$ cat config.mk
export PLATFORM = sky130hd
export DESIGN_NAME = dpram_port_arbiter_flat
export DESIGN_NICKNAME = d
export VERILOG_FILES = /design/src/rtl/dpram_port_arbiter_if.sv /design/src/rtl/dpram_port_arbiter.sv /design/src/flat_wrapper.sv
export SDC_FILE = /design/constraint.sdc
export NUM_CORES = 1
export LEC_CHECK = 0
export CORE_AREA = 10 10 86 88
export DETAILED_ROUTE_END_ITERATION = 7
export DIE_AREA = 0 0 96 98
export DONT_BUFFER_PORTS = 1
export PLACE_DENSITY = 0.67
export SLEW_MARGIN = 20
export SYNTH_ARGS = -nofsm -noshare
export SYNTH_HDL_FRONTEND = slang
export SYNTH_SLANG_ARGS = --single-unit
$ cat constraint.sdc
create_clock -name clk -period 5.2 [get_ports clk]
set_input_delay 1.04 -clock clk [delete_from_list [all_inputs] [get_ports clk]]
set_output_delay 1.04 -clock clk [all_outputs]
set_load 0.05 [all_outputs]
$ cat src/rtl/dpram_port_arbiter_if.sv
// Requester, response and dpram port-A signals between client engines and the arbiter.
// slave = arbiter view; master = clients plus the RAM's read-data return.
interface dpram_port_arbiter_if #(
  parameter int ADDR_WIDTH = 12,
  parameter int DATA_WIDTH = 32
);
  logic                  req0_valid;
  logic                  req0_ready;
  logic                  req0_we;
  logic                  req0_lock;
  logic [ADDR_WIDTH-1:0] req0_addr;
  logic [DATA_WIDTH-1:0] req0_wdata;
  logic                  rsp0_valid;
  logic [DATA_WIDTH-1:0] rsp0_rdata;

  logic                  req1_valid;
  logic                  req1_ready;
  logic                  req1_we;
  logic                  req1_lock;
  logic [ADDR_WIDTH-1:0] req1_addr;
  logic [DATA_WIDTH-1:0] req1_wdata;
  logic                  rsp1_valid;
  logic [DATA_WIDTH-1:0] rsp1_rdata;

  logic                  ram_we;
  logic [ADDR_WIDTH-1:0] ram_addr;
  logic [DATA_WIDTH-1:0] ram_din;
  logic [DATA_WIDTH-1:0] ram_dout;

  modport slave (
    input  req0_valid, req0_we, req0_lock, req0_addr, req0_wdata,
    input  req1_valid, req1_we, req1_lock, req1_addr, req1_wdata,
    input  ram_dout,
    output req0_ready, rsp0_valid, rsp0_rdata,
    output req1_ready, rsp1_valid, rsp1_rdata,
    output ram_we, ram_addr, ram_din
  );

  modport master (
    output req0_valid, req0_we, req0_lock, req0_addr, req0_wdata,
    output req1_valid, req1_we, req1_lock, req1_addr, req1_wdata,
    output ram_dout,
    input  req0_ready, rsp0_valid, rsp0_rdata,
    input  req1_ready, rsp1_valid, rsp1_rdata,
    input  ram_we, ram_addr, ram_din
  );
endinterface

$ cat src/rtl/dpram_port_arbiter.sv
// Round-robin arbiter sharing dpram port A between two requesters, with bounded lock bursts.
// Grant is combinational (ready = grant, no backpressure beyond losing arbitration); read data returns 1 cycle after acceptance.
module dpram_port_arbiter #(
  parameter int ADDR_WIDTH = 12,
  parameter int DATA_WIDTH = 32,
  parameter int MAX_LOCK   = 8
) (
  input logic                 clk,
  input logic                 rst,
  dpram_port_arbiter_if.slave bus
);
  localparam int CW = (MAX_LOCK > 1) ? $clog2(MAX_LOCK) : 1;
  localparam logic [CW-1:0] CNT_LAST = CW'(MAX_LOCK - 1);
  localparam logic [CW-1:0] CNT_ONE  = CW'(1);

  logic                  last_gnt;
  logic                  lock_act;
  logic                  lock_own;
  logic [CW-1:0]         lock_cnt;
  logic                  rsp_pend;
  logic                  rsp_src;
  logic [ADDR_WIDTH-1:0] addr_q;
  logic [DATA_WIDTH-1:0] din_q;

  logic                  gnt0;
  logic                  gnt1;
  logic                  gnt_any;
  logic                  gnt_idx;
  logic                  sel_we;
  logic                  sel_lock;
  logic [ADDR_WIDTH-1:0] sel_addr;
  logic [DATA_WIDTH-1:0] sel_wdata;
  logic [CW-1:0]         cnt_eff;

  always_comb begin
    gnt0 = 1'b0;
    gnt1 = 1'b0;
    if (!rst) begin
      // A lock only holds while its owner keeps presenting beats.
      if (lock_act && (lock_own ? bus.req1_valid : bus.req0_valid)) begin
        gnt0 = ~lock_own;
        gnt1 = lock_own;
      end else if (bus.req0_valid && bus.req1_valid) begin
        gnt0 = last_gnt;
        gnt1 = ~last_gnt;
      end else begin
        gnt0 = bus.req0_valid;
        gnt1 = bus.req1_valid;
      end
    end
  end

  always_comb begin
    gnt_any   = gnt0 | gnt1;
    gnt_idx   = gnt1;
    sel_we    = gnt1 ? bus.req1_we    : bus.req0_we;
    sel_lock  = gnt1 ? bus.req1_lock  : bus.req0_lock;
    sel_addr  = gnt1 ? bus.req1_addr  : bus.req0_addr;
    sel_wdata = gnt1 ? bus.req1_wdata : bus.req0_wdata;
    // Burst length restarts whenever someone other than the lock owner wins.
    cnt_eff   = (lock_act && (lock_own == gnt_idx)) ? lock_cnt : '0;
  end

  always_ff @(posedge clk or posedge rst) begin
    if (rst) begin
      last_gnt <= 1'b1;
      lock_act <= 1'b0;
      lock_own <= 1'b0;
      lock_cnt <= '0;
      rsp_pend <= 1'b0;
      rsp_src  <= 1'b0;
      addr_q   <= '0;
      din_q    <= '0;
    end else begin
      rsp_pend <= gnt_any & ~sel_we;
      if (gnt_any) begin
        rsp_src  <= gnt_idx;
        last_gnt <= gnt_idx;
        addr_q   <= sel_addr;
        din_q    <= sel_wdata;
        if (sel_lock && (cnt_eff < CNT_LAST)) begin
          lock_act <= 1'b1;
          lock_own <= gnt_idx;
          lock_cnt <= cnt_eff + CNT_ONE;
        end else begin
          lock_act <= 1'b0;
          lock_cnt <= '0;
        end
      end else begin
        lock_act <= 1'b0;
        lock_cnt <= '0;
      end
    end
  end

  assign bus.req0_ready = gnt0;
  assign bus.req1_ready = gnt1;
  assign bus.ram_we     = gnt_any & sel_we;
  assign bus.ram_addr   = gnt_any ? sel_addr  : addr_q;
  assign bus.ram_din    = gnt_any ? sel_wdata : din_q;
  assign bus.rsp0_valid = rsp_pend & ~rsp_src;
  assign bus.rsp1_valid = rsp_pend & rsp_src;
  assign bus.rsp0_rdata = bus.rsp0_valid ? bus.ram_dout : '0;
  assign bus.rsp1_rdata = bus.rsp1_valid ? bus.ram_dout : '0;
endmodule

$ cat src/flat_wrapper.sv
// flat-port wrapper written by rule: the top's interface ports become plain ports
module dpram_port_arbiter_flat 
#(
  parameter int ADDR_WIDTH = 12,
  parameter int DATA_WIDTH = 32,
  parameter int MAX_LOCK   = 8
)
  (clk, rst, bus_req0_valid, bus_req0_we, bus_req0_lock, bus_req0_addr, bus_req0_wdata, bus_req1_valid, bus_req1_we, bus_req1_lock, bus_req1_addr, bus_req1_wdata, bus_ram_dout, bus_req0_ready, bus_rsp0_valid, bus_rsp0_rdata, bus_req1_ready, bus_rsp1_valid, bus_rsp1_rdata, bus_ram_we, bus_ram_addr, bus_ram_din);
  dpram_port_arbiter_if #(.ADDR_WIDTH(ADDR_WIDTH), .DATA_WIDTH(DATA_WIDTH)) bus_i ();
  input logic clk;
  input logic rst;
  input wire logic [$bits(bus_i.req0_valid)-1:0] bus_req0_valid;
  input wire logic [$bits(bus_i.req0_we)-1:0] bus_req0_we;
  input wire logic [$bits(bus_i.req0_lock)-1:0] bus_req0_lock;
  input wire logic [$bits(bus_i.req0_addr)-1:0] bus_req0_addr;
  input wire logic [$bits(bus_i.req0_wdata)-1:0] bus_req0_wdata;
  input wire logic [$bits(bus_i.req1_valid)-1:0] bus_req1_valid;
  input wire logic [$bits(bus_i.req1_we)-1:0] bus_req1_we;
  input wire logic [$bits(bus_i.req1_lock)-1:0] bus_req1_lock;
  input wire logic [$bits(bus_i.req1_addr)-1:0] bus_req1_addr;
  input wire logic [$bits(bus_i.req1_wdata)-1:0] bus_req1_wdata;
  input wire logic [$bits(bus_i.ram_dout)-1:0] bus_ram_dout;
  output wire logic [$bits(bus_i.req0_ready)-1:0] bus_req0_ready;
  output wire logic [$bits(bus_i.rsp0_valid)-1:0] bus_rsp0_valid;
  output wire logic [$bits(bus_i.rsp0_rdata)-1:0] bus_rsp0_rdata;
  output wire logic [$bits(bus_i.req1_ready)-1:0] bus_req1_ready;
  output wire logic [$bits(bus_i.rsp1_valid)-1:0] bus_rsp1_valid;
  output wire logic [$bits(bus_i.rsp1_rdata)-1:0] bus_rsp1_rdata;
  output wire logic [$bits(bus_i.ram_we)-1:0] bus_ram_we;
  output wire logic [$bits(bus_i.ram_addr)-1:0] bus_ram_addr;
  output wire logic [$bits(bus_i.ram_din)-1:0] bus_ram_din;
  assign bus_i.req0_valid = bus_req0_valid;
  assign bus_i.req0_we = bus_req0_we;
  assign bus_i.req0_lock = bus_req0_lock;
  assign bus_i.req0_addr = bus_req0_addr;
  assign bus_i.req0_wdata = bus_req0_wdata;
  assign bus_i.req1_valid = bus_req1_valid;
  assign bus_i.req1_we = bus_req1_we;
  assign bus_i.req1_lock = bus_req1_lock;
  assign bus_i.req1_addr = bus_req1_addr;
  assign bus_i.req1_wdata = bus_req1_wdata;
  assign bus_i.ram_dout = bus_ram_dout;
  assign bus_req0_ready = bus_i.req0_ready;
  assign bus_rsp0_valid = bus_i.rsp0_valid;
  assign bus_rsp0_rdata = bus_i.rsp0_rdata;
  assign bus_req1_ready = bus_i.req1_ready;
  assign bus_rsp1_valid = bus_i.rsp1_valid;
  assign bus_rsp1_rdata = bus_i.rsp1_rdata;
  assign bus_ram_we = bus_i.ram_we;
  assign bus_ram_addr = bus_i.ram_addr;
  assign bus_ram_din = bus_i.ram_din;
  dpram_port_arbiter #(.ADDR_WIDTH(ADDR_WIDTH), .DATA_WIDTH(DATA_WIDTH), .MAX_LOCK(MAX_LOCK)) u_core (.clk(clk), .rst(rst), .bus(bus_i));
endmodule
### Yosys cells after proc, flatten, opt, wreduce, memory -nomap -nowiden

Index checks and enable logic that the tools add are counted.

| cells by class | value |
|---|---|
| div/mod/pow operators | 0 |
| mux-type cells | 20 |
| order comparisons | 1 |
| shift-type cells | 0 |
| reduce and logical (&&, ||, !) cells | 5 |
| equality and inequality tests | 1 |
| multiply operators | 0 |
| add/sub/neg operators | 1 |
| bitwise operators | 9 |

Operator list:

| cell | count |
|---|---|
| $mux 32 | 4 |
| $mux 12 | 2 |
| $mux 1 | 11 |
| $mux 3 | 3 |
| $and 1x1->1 | 4 |
| $logic_and 1x1->1 | 4 |
| $not 1->1 | 4 |
| $add 3x1->3 const B | 1 |
| $lt 3x3->1 const B | 1 |
| $reduce_and 2->1 | 1 |
| $eq 1x1->1 | 1 |
| $or 1x1->1 | 1 |

| storage, ports and cells | value |
|---|---|
| output and inout port bits | 113 |
| logic and storage cells | 45 |
| register bits after elaboration | 52 |
| bits of input ports | 128 |
| bits in latches | 0 |
| memory bits (read-only) | 0 |
| memories | 0 |
| RAM bits | 0 |

### Longest topological paths before layout

| depth | value |
|---|---|
| depth in word-level cells | 11 |
| gate-level depth with buffers | 7 |
| gate-level depth less buffers | 7 |

### Worst setup path after synthesis

OpenSTA, ideal clock, no wires.

| timing path | value |
|---|---|
| kind | input to output |
| start | input port rst |
| end | output port bus_ram_addr[10] |
| arrival | 3.768 ns |
| path slack | 0.392 ns |
| cell stages on the path | 6 |
| required time | 4.160 ns |
| cells stage by stage | inv_1 and2_4 buf_6 buf_8 mux2i_1 a21oi_1 |

| between the ends | value |
|---|---|
| word-level cells in the longest chain between the ends | 3 |
| elaborated cells between the ends (all ways) | 5 |

Ends and longest elaborated chain:

| item | RTL line | text |
|---|---|---|
| from (decl) | flat_wrapper.sv:11 | `input logic rst;` |
| $mux 1 | dpram_port_arbiter.sv:38 | `if (!rst) begin` |
| named net bus_req0_ready | flat_wrapper.sv:23 | `output wire logic [$bits(bus_i.req0_ready)-1:0] bus_req0_ready;` |
| $or 1x1->1 | dpram_port_arbiter.sv:54 | `gnt_any = gnt0 \| gnt1;` |
| $mux 12 | dpram_port_arbiter.sv:99 | `assign bus.ram_addr = gnt_any ? sel_addr : addr_q;` |
| to (decl) | flat_wrapper.sv:30 | `output wire logic [$bits(bus_i.ram_addr)-1:0] bus_ram_addr;` |

The timed path passes the listed nets, and every way through them passes these cells.

### Final worst setup path

| timing path | value |
|---|---|
| start | input port bus_req1_valid |
| end | output port bus_ram_addr[11] |

| between the ends | value |
|---|---|
| word-level cells in the longest chain between the ends | 6 |
| elaborated cells between the ends (all ways) | 12 |

Ends and longest elaborated chain:

| item | RTL line | text |
|---|---|---|
| from (decl) | flat_wrapper.sv:17 | `input wire logic [$bits(bus_i.req1_valid)-1:0] bus_req1_valid;` |
| $logic_and 1x1->1 / $mux 1 (equally long branches) | dpram_port_arbiter.sv:43, dpram_port_arbiter.sv:40 |  |
| $mux 1 / $logic_and 1x1->1 (equally long branches) | dpram_port_arbiter.sv:43, dpram_port_arbiter.sv:40 |  |
| $mux 1 (*) | dpram_port_arbiter.sv:40 | `if (lock_act && (lock_own ? bus.req1_valid : bus.req0_valid)) begin` |
| $mux 1 (*) | dpram_port_arbiter.sv:38 |  |
| named net bus_req0_ready | flat_wrapper.sv:23 |  |
| $or 1x1->1 (*) | dpram_port_arbiter.sv:54 |  |
| $mux 12 (*) | dpram_port_arbiter.sv:99 |  |

Mark *: on every way through the listed nets, which the timed path passes. The rest lies on a longest branch.

==> run summary <==
CTS buffer count: 5
Unrepaired setup endpoints after global routing: no
Skew final: 7.31 ps
RePlAce Congestion: 0.827
Hold Crit Class: primary input to async pin
Port bufs: 0
Synthesized Nets: 439
Synth cell types: 29
Worst R2R Path Depth: 5
Gr usage total: 18.9%
Remaining global-route overflow: 0
Largest net degree at the start of global routing: 58
Final ANT Viol Nets: 0
First-pass GRT wire length: 13900 um
Die Wd: 96 um
FF-to-FF setup slack: 2300 ps
Peak Freq: 240 MHz
Final Cell Area: 0.00321 sq mm
Synth Cell Area: 0.00293 sq mm
Crit-path max FO: 31
Peak VDD IR: 0.000276 V
Fillers: 509
Leak Pwr: 1.49 nW
Start of the worst register-to-register path: u_core.lock_act$_DFF_PP0_
Register area: 0.00130 sq mm
Max-Cap Viols: 0
Share of layout cells above drive strength 1: 15.4%
First DRT Iteration DRCs: 85
Worst hold margin: 473 ps
Crit Path Class: primary input to primary output
Worst setup SP type: primary input
Core area: 0.00575 sq mm
Routed WL: 9860 um
Total number of clock tree sinks: 52
Diodes inserted: 0
Total power: 1.43 mW
Initial antenna violation count: 0
Fin worst setup slack: 1030 ps
Final hold violations: 0
Critical R2R Capture: u_core.addr_q[11]$_DFF_PP0_
Cell area after placement: 0.00312 sq mm
Worst-Skew Late Latency: 300 ps
Via count: 2294
Slew Limit Fails: 0
Vias per cell: 5.75
Row count: 28
Vias in the first global route: 2452
Post-synth top area cell: dfrtp_1
Synth top area share: 43.6%
Hold buffer count at CTS: 0
Setup Buffers After CTS: 0
NumNets Final: 453
WP data arrival: 3130 ps
Multi-input gate area: 0.00149 sq mm
Slew @ Worst Pin: 1150 ps
Setup crit end kind: primary output
First-pass DRT Iterations: 6
Chip height: 98 um
# DRC: 0
Register bit total from synthesis: 52
CTS max path bufs: 2
Status: complete, no violations
Ys Warns: 0
WL/cell: 24.7 um
Power Density: 446 mW/mm^2
Starting density of the core: 51.0%
CTS tree: done
CP Capture Point: bus_ram_addr[11]
Tmin final: 4170 ps
Critical Path Source: bus_req1_valid
Root buf cell: clkbuf_8
Slew headroom: 23.1%
Top cells by area, synth: dfrtp_1 44%, mux2i_1 16%, a21oi_1 7.9%, and2_1 7.3%, and3_1 7.3%
Area growth syn-to-layout: 9.48%
Dpl ws: 999 ps
# resized after CTS: 0
Period utilisation layout: 80.1%
# setup viols final: 0
Post-Syn Area per Cell: 9.45 sq um
WP data required: 4160 ps
Setup TNS: 0 ps
Clock transition at the registers of the reported paths: 90 ps
Cells after Synth: 310
Seq/Total Area, Yosys: 44.4%
Total Die Area: 0.00941 sq mm
H-tree Lvls: 2
I/O pin cnt: 241
-- synthesized netlist by cell type (all sizes together) --
library cell / instances
and3: 35
buf: 5
nor3: 2
nor2: 48
a311oi: 1
o21ai: 2
inv: 6
mux2: 1
a22oi: 2
dfstp: 1
a31oi: 1
and2: 35
a21oi: 46
clkbuf: 18
o31a: 1
dfrtp: 51
nor2b: 4
ha: 1
a31o: 1
or2: 1
nand2: 2
mux2i: 46
-- per-stage QoR --
stage	instances	utilization, %
floorplan	310	-
global placement	391	54.2
detailed placement	391	54.3
CTS	398	55.6
global route	399	55.8
finish	399	55.8
-- where the power goes --
| group | total [mW] | switching (mW) | internal [mW] |
|---|---|---|---|
| Combinational | 0.680 | 0.530 | 0.150 |
| Sequential | 0.532 | 0.0420 | 0.490 |
| Clock | 0.219 | 0.127 | 0.0920 |
-- state kept, by name, indices dropped and copies added, names as in the netlist --
register / count
u_core.din_q: 32
u_core.addr_q: 12
u_core.lock_cnt: 3
u_core.last_gnt: 1
u_core.lock_act: 1
u_core.lock_own: 1
u_core.rsp_pend: 1
u_core.rsp_src: 1
-- area by class of cell --
cell class / instances / area share (%)
Multi-Input combinational cell: 229 / 46.5
Tap cell: 75 / 2.93
Clock inverter: 1 / 0.156
Timing Repair Buffer: 30 / 6.90
Sequential cell: 52 / 40.6
Clock buffer: 6 / 2.26
Inverter: 6 / 0.702
-- worst min-delay path by stage --
stage	to
global placement	u_core.last_gnt$_DFFE_PP1N_
global route	u_core.addr_q[8]$_DFF_PP0_
detailed placement	u_core.last_gnt$_DFFE_PP1N_
CTS	u_core.addr_q[8]$_DFF_PP0_
finish	u_core.addr_q[8]$_DFF_PP0_
floorplan	u_core.last_gnt$_DFFE_PP1N_
-- layout by cell type, fill, tap and decap left out --
cell / Yosys / final
inv_1: 5 / 4
clkbuf_8: 0 / 5
dfrtp_1: 51 / 51
buf_4: 1 / 29
mux2i_1: 46 / 46
and3_1: 34 / 34
nor2b_2: 1 / 2
inv_2: 1 / 2
nand2_1: 2 / 1
o21ai_1: 2 / 2
a31o_1: 1 / 1
or2_4: 1 / 1
nor2_1: 48 / 48
mux2_1: 1 / 1
a22oi_1: 1 / 1
a31oi_4: 1 / 1
and2_4: 1 / 1
and3_2: 1 / 1
and2_1: 34 / 34
o31a_1: 1 / 1
a311oi_2: 1 / 1
a22oi_2: 1 / 1
ha_1: 1 / 1
a21oi_2: 0 / 3
a21oi_1: 46 / 43
nor2b_1: 3 / 2
clkbuf_1: 18 / 2
nor3_1: 2 / 2
clkinv_2: 0 / 1
dfstp_2: 1 / 1
nand2_2: 0 / 1
-- critical path, cell delays in order --
cell	delay, ps
inv_1	110
o31a_1	250
and2_4	620
mux2i_1	160
a21oi_1	930
-- per-layer routing --
metal	global-route usage, %	up-vias	wire length [um]
met5	0	-	0
met4	4.77	0	110
met3	9.88	6	1510
met2	35.6	151	5230
met1	16.8	1057	3010
li1	-	1080	-
-- logic make-up (layout without fill, tap and decap cells) --
| family | count (synthesis) | in the layout | share of synthesized area (%) |
|---|---|---|---|
| compound gates | 54 | 54 | 10.7 |
| mux | 47 | 47 | 16.1 |
| buf+inv | 29 | 43 | 5.25 |
| flops | 52 | 52 | 44.4 |
| simple gates | 127 | 127 | 23.1 |
| fa+ha+maj | 1 | 1 | 0.427 |
Note: power is estimated with default switching activity, not from simulation.
